<file path="config.mk">
export PLATFORM = sky130hd
export DESIGN_NAME = fp_addsub_seq
export DESIGN_NICKNAME = d
export VERILOG_FILES = /design/src/rtl/fp_addsub_seq.sv
export SDC_FILE = /design/constraint.sdc
export NUM_CORES = 1
export LEC_CHECK = 0
export ABC_AREA = 1
export CORE_ASPECT_RATIO = 0.75
export CORE_MARGIN = 2
export CORE_UTILIZATION = 55
export CTS_CLUSTER_DIAMETER = 40
export DETAILED_ROUTE_END_ITERATION = 16
export DONT_BUFFER_PORTS = 1
export GPL_TIMING_DRIVEN = 0
export PLACE_DENSITY = 0.72
export SYNTH_ARGS = -nofsm -noshare
export SYNTH_HDL_FRONTEND = slang
export SYNTH_SLANG_ARGS = --single-unit
</file>
<file path="constraint.sdc">
create_clock -name clk -period 4.7 [get_ports clk]
set_clock_uncertainty 0.1 [all_clocks]
set_input_delay 0.94 -clock clk [delete_from_list [all_inputs] [get_ports clk]]
set_output_delay 0.94 -clock clk [all_outputs]
set_load 0.005 [all_outputs]
</file>
<file path="src/rtl/fp_addsub_seq.sv">
// Sequential FP add/sub, one align/normalise bit per cycle; define FPADD_RNE_EN for round-to-nearest-even.
// Latency: 2 + align cycles + normalise cycles from the accept edge (+1 round, +1 more on round carry).
// Backpressure: in_ready only in IDLE; result held in DONE until out_ready, then one idle bubble.
module fp_addsub_seq #(
    parameter int EXP_W = 8,
    parameter int MAN_W = 23,
    localparam int W = 1 + EXP_W + MAN_W
) (
    input  logic         clk,
    input  logic         rst_n,
    input  logic         in_valid,
    output logic         in_ready,
    input  logic         op,
    input  logic [W-1:0] a,
    input  logic [W-1:0] b,
    output logic         out_valid,
    input  logic         out_ready,
    output logic [W-1:0] result,
    output logic         inf,
    output logic         zero
);
`ifdef FPADD_RNE_EN
    localparam int X = 3;
`else
    localparam int X = 0;
`endif
    localparam int MW = MAN_W + 2 + X;
    localparam int HB = MAN_W + X;   // hidden-bit position; HB+1 is the carry bit
    localparam logic [EXP_W-1:0] E_ONES = '1;
    localparam logic [EXP_W-1:0] E_ONE  = EXP_W'(1);

    typedef enum logic [2:0] {IDLE, UNPACK, ALIGN, ADD, NORM, ROUND, DONE} state_t;
`ifdef FPADD_RNE_EN
    localparam state_t FIN = ROUND;
`else
    localparam state_t FIN = DONE;
`endif

    state_t             state, state_nx;
    logic [W-1:0]       a_r, a_nx, b_r, b_nx, res_pk;
    logic               sa, sa_nx, sb, sb_nx, spec, spec_nx, inf_nx, zero_nx;
    logic [EXP_W-1:0]   e, e_nx, d, d_nx;
    logic [MW-1:0]      ma, ma_nx, mb, mb_nx, m, m_nx, sum, mb_sh, m_rsh;
    logic               swap;
    logic [W-1:0]       big, sml;
    logic [EXP_W-1:0]   ebig, esml, ebig_eff, esml_eff;
`ifdef FPADD_RNE_EN
    logic               rnd_done, rnd_done_nx, rnd_inc;
    logic [MW-1:0]      m_rnd;
`endif

    assign swap     = b_r[W-2:0] > a_r[W-2:0];
    assign big      = swap ? b_r : a_r;
    assign sml      = swap ? a_r : b_r;
    assign ebig     = big[W-2:MAN_W];
    assign esml     = sml[W-2:MAN_W];
    assign ebig_eff = (ebig == '0) ? E_ONE : ebig;
    assign esml_eff = (esml == '0) ? E_ONE : esml;
    assign sum      = (sa == sb) ? ma + mb : ma - mb;
`ifdef FPADD_RNE_EN
    // Bit 0 is sticky: anything shifted past it stays ORed in.
    assign mb_sh    = (mb >> 1) | MW'(mb[0]);
    assign m_rsh    = (m >> 1) | MW'(m[0]);
    assign rnd_inc  = m[2] & (m[1] | m[0] | m[3]);
    assign m_rnd    = m + (rnd_inc ? MW'(8) : MW'(0));
`else
    assign mb_sh    = mb >> 1;
    assign m_rsh    = m >> 1;
`endif
    // A normalised-away hidden bit only survives at e==1, which packs as a denormal.
    assign res_pk   = {sa, (m_nx[HB] ? e_nx : {EXP_W{1'b0}}), m_nx[HB-1:X]};

    assign in_ready  = (state == IDLE);
    assign out_valid = (state == DONE);

    always_comb begin
        state_nx = state;
        a_nx     = a_r;
        b_nx     = b_r;
        sa_nx    = sa;
        sb_nx    = sb;
        spec_nx  = spec;
        e_nx     = e;
        d_nx     = d;
        ma_nx    = ma;
        mb_nx    = mb;
        m_nx     = m;
        inf_nx   = 1'b0;
        zero_nx  = 1'b0;
`ifdef FPADD_RNE_EN
        rnd_done_nx = rnd_done;
`endif
        case (state)
            IDLE: if (in_valid) begin
                a_nx     = a;
                b_nx     = {b[W-1] ^ op, b[W-2:0]};
`ifdef FPADD_RNE_EN
                rnd_done_nx = 1'b0;
`endif
                state_nx = UNPACK;
            end
            UNPACK: begin
                sa_nx    = big[W-1];
                sb_nx    = sml[W-1];
                e_nx     = ebig_eff;
                d_nx     = ebig_eff - esml_eff;
                ma_nx    = MW'({|ebig, big[MAN_W-1:0]}) << X;
                mb_nx    = MW'({|esml, sml[MAN_W-1:0]}) << X;
                spec_nx  = (ebig == E_ONES) || (esml == E_ONES);
                // Specials still pass through ADD so they report on the same edge as a plain add.
                state_nx = (spec_nx || d_nx == '0) ? ADD : ALIGN;
            end
            ALIGN: begin
                mb_nx = mb_sh;
                d_nx  = d - E_ONE;
                if (d_nx == '0 || mb_sh == '0) state_nx = ADD;
            end
            ADD: begin
                m_nx = sum;
                if (spec) begin
                    inf_nx   = 1'b1;
                    state_nx = DONE;
                end else if (sum == '0) begin
                    zero_nx  = 1'b1;
                    state_nx = DONE;
                end else if (sum[HB+1] || (!sum[HB] && e > E_ONE)) begin
                    state_nx = NORM;
                end else begin
                    state_nx = FIN;
                end
            end
            NORM: begin
                if (m[HB+1]) begin
                    m_nx = m_rsh;
                    e_nx = e + E_ONE;
                    if (e_nx == E_ONES) begin
                        inf_nx   = 1'b1;
                        state_nx = DONE;
                    end else begin
                        state_nx = FIN;
                    end
                end else begin
                    m_nx = m << 1;
                    e_nx = e - E_ONE;
                    if (m_nx[HB] || e_nx == E_ONE) state_nx = FIN;
                end
            end
`ifdef FPADD_RNE_EN
            ROUND: begin
                if (!rnd_done) begin
                    m_nx = m_rnd;
                    if (m_rnd[HB+1]) rnd_done_nx = 1'b1;
                    else             state_nx    = DONE;
                end else begin
                    m_nx     = m_rsh;
                    e_nx     = e + E_ONE;
                    inf_nx   = (e_nx == E_ONES);
                    state_nx = DONE;
                end
            end
`endif
            DONE: if (out_ready) state_nx = IDLE;
            default: state_nx = IDLE;
        endcase
    end

    always_ff @(posedge clk) begin
        if (!rst_n) begin
            state  <= IDLE;
            a_r    <= '0;
            b_r    <= '0;
            sa     <= 1'b0;
            sb     <= 1'b0;
            spec   <= 1'b0;
            e      <= '0;
            d      <= '0;
            ma     <= '0;
            mb     <= '0;
            m      <= '0;
            result <= '0;
            inf    <= 1'b0;
            zero   <= 1'b0;
`ifdef FPADD_RNE_EN
            rnd_done <= 1'b0;
`endif
        end else begin
            state <= state_nx;
            a_r   <= a_nx;
            b_r   <= b_nx;
            sa    <= sa_nx;
            sb    <= sb_nx;
            spec  <= spec_nx;
            e     <= e_nx;
            d     <= d_nx;
            ma    <= ma_nx;
            mb    <= mb_nx;
            m     <= m_nx;
`ifdef FPADD_RNE_EN
            rnd_done <= rnd_done_nx;
`endif
            if (state_nx == DONE && state != DONE) begin
                inf    <= inf_nx;
                zero   <= zero_nx;
                result <= inf_nx ? {sa, E_ONES, {MAN_W{1'b0}}} : (zero_nx ? '0 : res_pk);
            end
        end
    end
endmodule

</file>
==> impl_metrics.py, run 1 <==
metrics = {
    "logic_synthesis": {
        "synth_sequential_area_ratio_pct": 30.63,
        "average_cell_area_after_synthesis_um2": 6.412,
        "synth_cell_type_count": 47,
        "syn-instance-count": 1967,
        "syn-num-nets": 2108,
        "synth_seq_cells": 193,
        "yosysWarningCount": 0,
        "async_flop_share_pct": 0,
        "top_flip_flop_cell_by_instance_count_after_synthesis": "sky130_fd_sc_hd__dfxtp_1",
        "syn-cell-area_um2": 12610,
        "edff_count_synth": 0,
    },
    "power": {
        "worst_ir_drop_vdd_uv": 532.6,
        "internal_power_mw": 4.305,
        "p_seq_share_pct": 25.3,
        "switchingPower_mw": 4.109,
        "p_leak_nw": 6.423,
        "proportion_of_power_drawn_by_the_clock_network_pct": 17.1,
        "power_density_nw_per_um2": 591.0,
        "power.switching_fraction_pct": 48.83,
        "fin_total_pwr_mw": 8.414,
        "share_comb_of_total_power_pct": 57.6,
    },
    "final_layout": {
        "flow.area_growth_from_synthesis_pct": 12.88,
        "layout_commonest_cell": "sky130_fd_sc_hd__nand2_1",
        "antenna-diode-count": 0,
        "multiInputGateArea_um2": 7796,
        "fillers": 2149,
        "design_area_um2": 14240,
        "finish.net_count": 2154,
        "post_route_cells_drive_above_1_share_pct": 8.835,
        "mostFrequentLayoutCells": "sky130_fd_sc_hd__nand2_1 (406), sky130_fd_sc_hd__inv_1 (249), sky130_fd_sc_hd__nor2_1 (219)",
        "sequential_cell_area_um2": 3867,
    },
    "placement": {
        "numPortBuffers": 0,
        "finalWeightedCongestion": 0.9241,
        "detailed_place_hpwl_um": 31170,
        "dpl_cell_area_um2": 12980,
        "dpl_worst_slack_ps": -542.1,
    },
    "worst_setup_path": {
        "setup.worst_path.class": "flip-flop to flip-flop",
        "rr_startpoint": "mb[1]$_SDFFE_PN0P_",
        "worst_setup_path_endpoint": "result[0]$_SDFFE_PN0P_",
        "critical_path.endpoint_type": "flip-flop",
        "critical_path_required_ps": 4990,
        "crit_top_cell": "sky130_fd_sc_hd__nand2_2",
        "worstSetupStartpointType": "flip-flop",
        "reg2reg_end": "result[0]$_SDFFE_PN0P_",
        "crit_path_top_delay_cell": "sky130_fd_sc_hd__ha_2",
        "rr_worst_depth": 32,
        "r2r_setup_slack_ps": 170,
        "worst_path_largest_cell_delay_ps": 420,
        "cp_data_arrival_time_ps": 4820,
        "critPathLaunch": "mb[1]$_SDFFE_PN0P_",
        "crit_fanout": 7,
    },
    "cts": {
        "tritoncts.num_buffers": 17,
        "numClockSinks": 193,
        "clock_tree.buffer_depth": 2,
        "path_clk_slew_ps": 80,
        "cts.htree.levels": 4,
        "clock_tree_from_tritoncts": "built",
        "worst_skew_pair.late_latency_ps": 450,
        "clock-root-buffer": "sky130_fd_sc_hd__clkbuf_16",
    },
    "status": {
        "outcome": "complete, no violations",
    },
    "global_routing": {
        "largest_net_degree_at_the_start_of_global_routing": 18,
        "groute.usage.overall_pct": 32.46,
        "grt_remaining_overflow": 0,
        "vias_in_the_first_global_route": 11710,
        "grt_first_pass_wirelength_um": 61200,
        "initial_antenna_violation_count": 0,
    },
    "detailed_routing": {
        "initialDrtViolationCount": 1565,
        "routed-via-count": 13350,
        "drt-vias-per-instance": 5.754,
        "number_of_antenna_violating_nets_in_the_routed_design": 0,
        "drc_errors": 0,
        "post_drt_wl_per_cell_um": 17.20,
        "route.final.wire_length_um": 39910,
        "drt_pass1_iterations": 5,
    },
    "timing": {
        "finalCriticalPeriod_ps": 4531,
        "final_min_period_over_clock_period_pct": 96.40,
        "setup-violations-final": 0,
        "worst_slew_margin_rel_pct": 34.64,
        "tightest_slew_ps": 972.9,
        "finalMaxSlewViolations": 0,
        "fmax_mhz": 220.7,
        "timing.final.ws_setup_ps": 169.1,
        "hold_violations": 0,
        "timing.setup.tns_ps": 0,
    },
    "die": {
        "design.core.area_um2": 22290,
        "initial_utilization_pct": 56.59,
        "die_area_um2": 24170,
        "die_width_um": 178.9,
        "floorplan.die.height_um": 135.1,
        "num_rows": 47,
        "ioPinCount": 105,
    },
    "flow_run": {
        "maxCapViolations": 0,
    },
    "worst_hold_path": {
        "worstHoldPathType": "flip-flop to flip-flop",
    },
}
-- Yosys cell counts, types with 2 or more instances --
library cell,count,area (um^2)
sky130_fd_sc_hd__o22ai_1,4,25.02
sky130_fd_sc_hd__a21o_1,2,15.01
sky130_fd_sc_hd__nand2_1,425,1595
sky130_fd_sc_hd__buf_4,2,15.01
sky130_fd_sc_hd__o21ai_1,3,15.01
sky130_fd_sc_hd__nor2_2,4,25.02
sky130_fd_sc_hd__o21ai_2,2,17.52
sky130_fd_sc_hd__nand4_1,27,168.9
sky130_fd_sc_hd__a221oi_1,2,17.52
sky130_fd_sc_hd__buf_2,9,45.04
sky130_fd_sc_hd__buf_6,3,33.78
sky130_fd_sc_hd__clkbuf_1,75,281.5
sky130_fd_sc_hd__a22oi_1,2,15.01
sky130_fd_sc_hd__nor3b_1,2,15.01
sky130_fd_sc_hd__buf_1,3,11.26
sky130_fd_sc_hd__xnor2_1,17,148.9
sky130_fd_sc_hd__dfxtp_1,193,3864
sky130_fd_sc_hd__nor2_1,235,882.1
sky130_fd_sc_hd__a21oi_1,220,1101
sky130_fd_sc_hd__inv_1,253,949.7
sky130_fd_sc_hd__o221ai_1,32,280.3
sky130_fd_sc_hd__ha_1,70,875.8
sky130_fd_sc_hd__nand2_2,2,12.51
sky130_fd_sc_hd__a21oi_2,2,17.52
sky130_fd_sc_hd__or2_2,6,37.54
sky130_fd_sc_hd__xor2_1,38,332.8
sky130_fd_sc_hd__fa_1,2,40.04
sky130_fd_sc_hd__nand3_1,79,395.4
sky130_fd_sc_hd__o21ai_0,173,865.8
sky130_fd_sc_hd__o21a_1,2,15.01
sky130_fd_sc_hd__nor3_1,27,135.1
sky130_fd_sc_hd__inv_2,6,22.52
sky130_fd_sc_hd__nand2_4,4,45.04
sky130_fd_sc_hd__o21bai_1,5,37.54
sky130_fd_sc_hd__nor4_1,7,43.79
sky130_fd_sc_hd__a31oi_1,8,50.05
sky130_fd_sc_hd__o211ai_1,11,82.58
-- worst max-delay path: cells and delay by family (launching register included) --
kind / cells / cell delay (ps)
DFF: 1 / 340
and+or+nand+nor: 26 / 3020
buffers and inverters: 3 / 320
adders and majority gates: 2 / 590
xor gates and xnor gates: 1 / 80
-- sequential cells by signal, indices dropped and copies added (netlist names) --
| register | count |
|---|---|
| ma | 24 |
| sa | 1 |
| inf | 1 |
| spec | 1 |
| state | 3 |
| m | 25 |
| sb | 1 |
| mb | 24 |
| a_r | 32 |
| e | 8 |
| d | 8 |
| b_r | 32 |
| result | 32 |
| zero | 1 |
-- layout make-up --
cell class                      count  share of cell area, %
Multi-Input combinational cell   1423                  54.76
Inverter                          260                  6.855
Tap cell                          294                  2.584
Sequential cell                   193                  27.17
Timing Repair Buffer               26                  1.705
Buffer                             92                  3.032
Clock buffer                       20                  3.208
Clock inverter                     12                 0.6855
-- what timing repair did --
item                                    CTS  global route
gates resized for setup                  19            96
hold buffers                              0             0
endpoints found under the hold margin     0             0
cloned                                    0             3
endpoints found under the setup margin   37            38
setup buffers                             4            20
pin swaps                                 3            49
-- worst min path at each step --
stage,from,end,slack [ps],cells past startpoint
after global placement,a_r[31]$_SDFFE_PN0P_,a_r[31]$_SDFFE_PN0P_,360,2
after global routing,ma[11]$_SDFFE_PN0P_,ma[11]$_SDFFE_PN0P_,390,2
after floorplan,a_r[31]$_SDFFE_PN0P_,a_r[31]$_SDFFE_PN0P_,340,2
after CTS,ma[0]$_SDFFE_PN0P_,ma[0]$_SDFFE_PN0P_,380,2
final,ma[4]$_SDFFE_PN0P_,ma[4]$_SDFFE_PN0P_,380,2
after detailed placement,ma[20]$_SDFFE_PN0P_,ma[20]$_SDFFE_PN0P_,360,2
-- per-layer routing --
metal | share of wire (%) | up-vias | global-route usage [%]
li1 | - | 6524 | -
met1 | 47 | 6190 | 48.32
met2 | 41 | 577 | 46.15
met3 | 10 | 58 | 8.446
met4 | 1.7 | 0 | 8.311
met5 | 0 | - | 0
-- metrics by stage --
| stage | util (%) | std cells | hold WS (ps) |
|---|---|---|---|
| after floorplan | - | 1967 | 341.0 |
| after global routing | 63.87 | 2320 | 392.6 |
| after detailed placement | 58.24 | 2261 | 363.6 |
| after CTS | 61.26 | 2297 | 376.5 |
| final | 63.87 | 2320 | 375.8 |
| after global placement | 58.24 | 2261 | 360.5 |
-- power groups by stage --
stage	Combinational (mW)	Sequential, mW	Clock (mW)
after detailed placement	4.17	2.15	0
after floorplan	3.12	2.09	0
final	4.85	2.13	1.44
after global placement	4.11	2.14	0
after global routing	5.35	2.17	1.50
after CTS	4.31	2.12	1.44
-- logic make-up (layout without fill, tap and decap cells) --
logic type / Yosys count / count (layout) / share of synthesized area, %
simple gates: 824 / 825 / 27.02
fa+ha+maj: 72 / 72 / 7.262
buf+inv: 352 / 410 / 10.80
compound gates: 471 / 471 / 20.46
flops: 193 / 193 / 30.63
xor+xnor: 55 / 55 / 3.819
(Power assumes the default switching activity.)
==> inputs of run 2 (changes only) <==
--- a/config.mk
+++ b/config.mk
@@ -9,11 +9,13 @@
 export CORE_ASPECT_RATIO = 0.75
 export CORE_MARGIN = 2
 export CORE_UTILIZATION = 55
+export CTS_BUF_LIST = sky130_fd_sc_hd__clkbuf_4
 export CTS_CLUSTER_DIAMETER = 40
 export DETAILED_ROUTE_END_ITERATION = 16
 export DONT_BUFFER_PORTS = 1
 export GPL_TIMING_DRIVEN = 0
 export PLACE_DENSITY = 0.72
+export SETUP_SLACK_MARGIN = 0.02
 export SYNTH_ARGS = -nofsm -noshare
 export SYNTH_HDL_FRONTEND = slang
 export SYNTH_SLANG_ARGS = --single-unit
==> run 2 against run 1 <==
- cell count grew 0.13%
- routed wire length is essentially flat
- hold slack better by 10 ps
- register-to-register slack improved by 40 ps
- die area unchanged
- utilization fell by 1.2 points
- critical endpoint unchanged
- largest cell class unchanged
- largest power group unchanged
==> impl_metrics.py, run 2 (synthesis results as in run 1) <==
metrics = {
    "global_routing": {
        "grt_first_pass_wirelength_um": 60750,
        "largest_net_degree_at_the_start_of_global_routing": 18,
        "vias_in_the_first_global_route": 11580,
        "groute.usage.overall_pct": 32.24,
        "initial_antenna_violation_count": 1,
        "grt_remaining_overflow": 0,
    },
    "timing": {
        "hold_violations": 0,
        "timing.final.ws_setup_ps": 207.8,
        "fmax_mhz": 222.6,
        "worst_slew_margin_rel_pct": 41.63,
        "setup-violations-final": 0,
        "final_min_period_over_clock_period_pct": 95.58,
        "finalCriticalPeriod_ps": 4492,
        "hold_ws_ps": 385.8,
        "finalMaxSlewViolations": 0,
        "tightest_slew_ps": 868.9,
    },
    "power": {
        "fin_total_pwr_mw": 7.924,
        "switchingPower_mw": 4.070,
        "p_seq_share_pct": 27.0,
        "proportion_of_power_drawn_by_the_clock_network_pct": 11.0,
        "power.switching_fraction_pct": 51.36,
        "p_leak_nw": 6.318,
        "worst_ir_drop_vdd_uv": 596.8,
        "share_comb_of_total_power_pct": 62.0,
        "power_density_nw_per_um2": 567.0,
        "internal_power_mw": 3.854,
    },
    "worst_setup_path": {
        "crit_fanout": 10,
        "rr_startpoint": "sa$_SDFFE_PN0P_",
        "worstSetupStartpointType": "flip-flop",
        "rr_worst_depth": 22,
        "critical_path.endpoint_type": "flip-flop",
        "r2r_setup_slack_ps": 210,
        "reg2reg_end": "result[0]$_SDFFE_PN0P_",
        "setup.worst_path.class": "flip-flop to flip-flop",
        "critical_path_required_ps": 5180,
        "critPathLaunch": "sa$_SDFFE_PN0P_",
        "cp_data_arrival_time_ps": 4970,
        "worst_setup_path_endpoint": "result[0]$_SDFFE_PN0P_",
    },
    "cts": {
        "clock_tree_from_tritoncts": "built",
        "path_clk_slew_ps": 170,
        "numClockSinks": 193,
        "hold_buffers": 0,
        "cts.htree.levels": 4,
        "tritoncts.num_buffers": 17,
        "clock-root-buffer": "sky130_fd_sc_hd__clkbuf_4",
        "worst_skew_pair.late_latency_ps": 630,
        "clock_tree.buffer_depth": 2,
    },
    "placement": {
        "finalWeightedCongestion": 0.9241,
        "dpl_worst_slack_ps": -542.1,
        "detailed_place_hpwl_um": 31170,
        "numPortBuffers": 0,
    },
    "final_layout": {
        "sequential_cell_area_um2": 3871,
        "flow.area_growth_from_synthesis_pct": 10.79,
        "fillers": 2189,
        "layout_commonest_cell": "sky130_fd_sc_hd__nand2_1",
        "finish.net_count": 2156,
        "multiInputGateArea_um2": 7833,
        "mostFrequentLayoutCells": "sky130_fd_sc_hd__nand2_1 (405), sky130_fd_sc_hd__inv_1 (249), sky130_fd_sc_hd__nor2_1 (220)",
        "post_route_cells_drive_above_1_share_pct": 9.122,
        "top_regs": "a_r (32), b_r (32), result (32)",
    },
    "detailed_routing": {
        "drt_pass1_iterations": 5,
        "drt-vias-per-instance": 5.711,
        "drc_errors": 0,
        "number_of_antenna_violating_nets_in_the_routed_design": 0,
        "wirelength_met1_um": 18990,
        "wl_met3_um": 4026,
        "initialDrtViolationCount": 1504,
        "routed-via-count": 13270,
        "post_drt_wl_per_cell_um": 17.18,
        "maxUsedRoutingLayer": "met4",
        "route.final.wire_length_um": 39900,
        "met2WireLength_um": 16160,
    },
    "die": {
        "floorplan.die.height_um": 135.1,
        "die_width_um": 178.9,
        "num_rows": 47,
        "die_area_um2": 24170,
        "ioPinCount": 105,
        "initial_utilization_pct": 56.59,
        "design.core.area_um2": 22290,
    },
    "status": {
        "outcome": "complete, no violations",
    },
    "flow_run": {
        "maxCapViolations": 0,
    },
    "worst_hold_path": {
        "worstHoldPathType": "flip-flop to flip-flop",
        "min_delay_path_depth": 2,
    },
}
run 2: cell count changes in the layout (fill, tap and decap cells not counted), moves of 2 or more:
cell                        before  now
sky130_fd_sc_hd__ha_4            6    8
sky130_fd_sc_hd__clkbuf_8        2    0
sky130_fd_sc_hd__dfxtp_1       190  187
sky130_fd_sc_hd__dfxtp_2         3    6
sky130_fd_sc_hd__clkinv_1        1    3
sky130_fd_sc_hd__ha_2            5    3
sky130_fd_sc_hd__clkbuf_16      19    2
sky130_fd_sc_hd__buf_4          24   26
sky130_fd_sc_hd__clkbuf_4        2   19
run 2: timing repair:
item | in CTS | in global routing
resized for setup | 19 | 101
setup endpoints to repair | 37 | 38
gates cloned | 0 | 3
buffers inserted | 4 | 22
pin swaps | 3 | 47
run 2: worst min path at each step:
| stage | from | endpoint | slack (ps) |
|---|---|---|---|
| floorplan | a_r[31]$_SDFFE_PN0P_ | a_r[31]$_SDFFE_PN0P_ | 340 |
| global placement | a_r[31]$_SDFFE_PN0P_ | a_r[31]$_SDFFE_PN0P_ | 360 |
| detailed placement | ma[20]$_SDFFE_PN0P_ | ma[20]$_SDFFE_PN0P_ | 360 |
| CTS | b[18] | b_r[18]$_SDFFE_PN0P_ | 380 |
| global route | b[16] | b_r[16]$_SDFFE_PN0P_ | 370 |
| finish | ma[11]$_SDFFE_PN0P_ | ma[11]$_SDFFE_PN0P_ | 390 |
run 2: layer usage:
| layer | vias to the layer above | global-route usage, % |
|---|---|---|
| met5 | - | 0 |
| met4 | 0 | 7.904 |
| met3 | 58 | 8.361 |
| met2 | 556 | 45.47 |
| met1 | 6109 | 48.46 |
| li1 | 6544 | - |
run 2: cell type report:
| type | count | share of cell area (%) |
|---|---|---|
| multi-input combinational | 1423 | 56.05 |
| sequential | 193 | 27.70 |
| inverter | 260 | 6.984 |
| buffer | 92 | 3.044 |
| tap | 294 | 2.633 |
| timing repair buffer | 28 | 1.845 |
| clock buffer | 18 | 0.9671 |
| clock inverter | 14 | 0.7522 |
| antenna | 1 | 0.01791 |
run 2: power groups by stage:
| stage | clock (mW) | sequential (mW) | combinational (mW) |
|---|---|---|---|
| CTS | 0.871 | 2.12 | 4.30 |
| finish | 0.874 | 2.14 | 4.91 |
| global placement | 0 | 2.14 | 4.11 |
| detailed placement | 0 | 2.15 | 4.17 |
| global route | 0.934 | 2.17 | 5.41 |
| floorplan | 0 | 2.09 | 3.12 |
run 2: per-stage QoR:
step	util [%]	std cells	instance area [um^2]	setup TNS, ps
floorplan	-	1967	12610	0
global placement	58.24	2261	12980	-7699
detailed placement	58.24	2261	12980	-8698
CTS	59.86	2297	13340	-8.730
global route	62.70	2323	13970	-871.9
finish	62.70	2323	13970	0
run 2: worst max-delay path, stage by stage (launching register included):
cell and delay (ps):
sky130_fd_sc_hd__dfxtp_1 420, sky130_fd_sc_hd__xnor2_2 410, sky130_fd_sc_hd__clkbuf_1 500, sky130_fd_sc_hd__a21oi_1 150, sky130_fd_sc_hd__xor2_1 190, sky130_fd_sc_hd__ha_1 480
sky130_fd_sc_hd__nand4_1 210, sky130_fd_sc_hd__nor3_1 350, sky130_fd_sc_hd__nand2_1 130, sky130_fd_sc_hd__nand3_1 100, sky130_fd_sc_hd__nand2_1 90, sky130_fd_sc_hd__nor2_1 130
sky130_fd_sc_hd__nand2_1 130, sky130_fd_sc_hd__nor2_1 120, sky130_fd_sc_hd__nand4_1 110, sky130_fd_sc_hd__nand2_1 90, sky130_fd_sc_hd__nand2_2 70, sky130_fd_sc_hd__nand2_4 140
sky130_fd_sc_hd__nand2_8 110, sky130_fd_sc_hd__clkbuf_16 190, sky130_fd_sc_hd__nand2_1 60, sky130_fd_sc_hd__nand2_1 50, sky130_fd_sc_hd__nor2_1 110
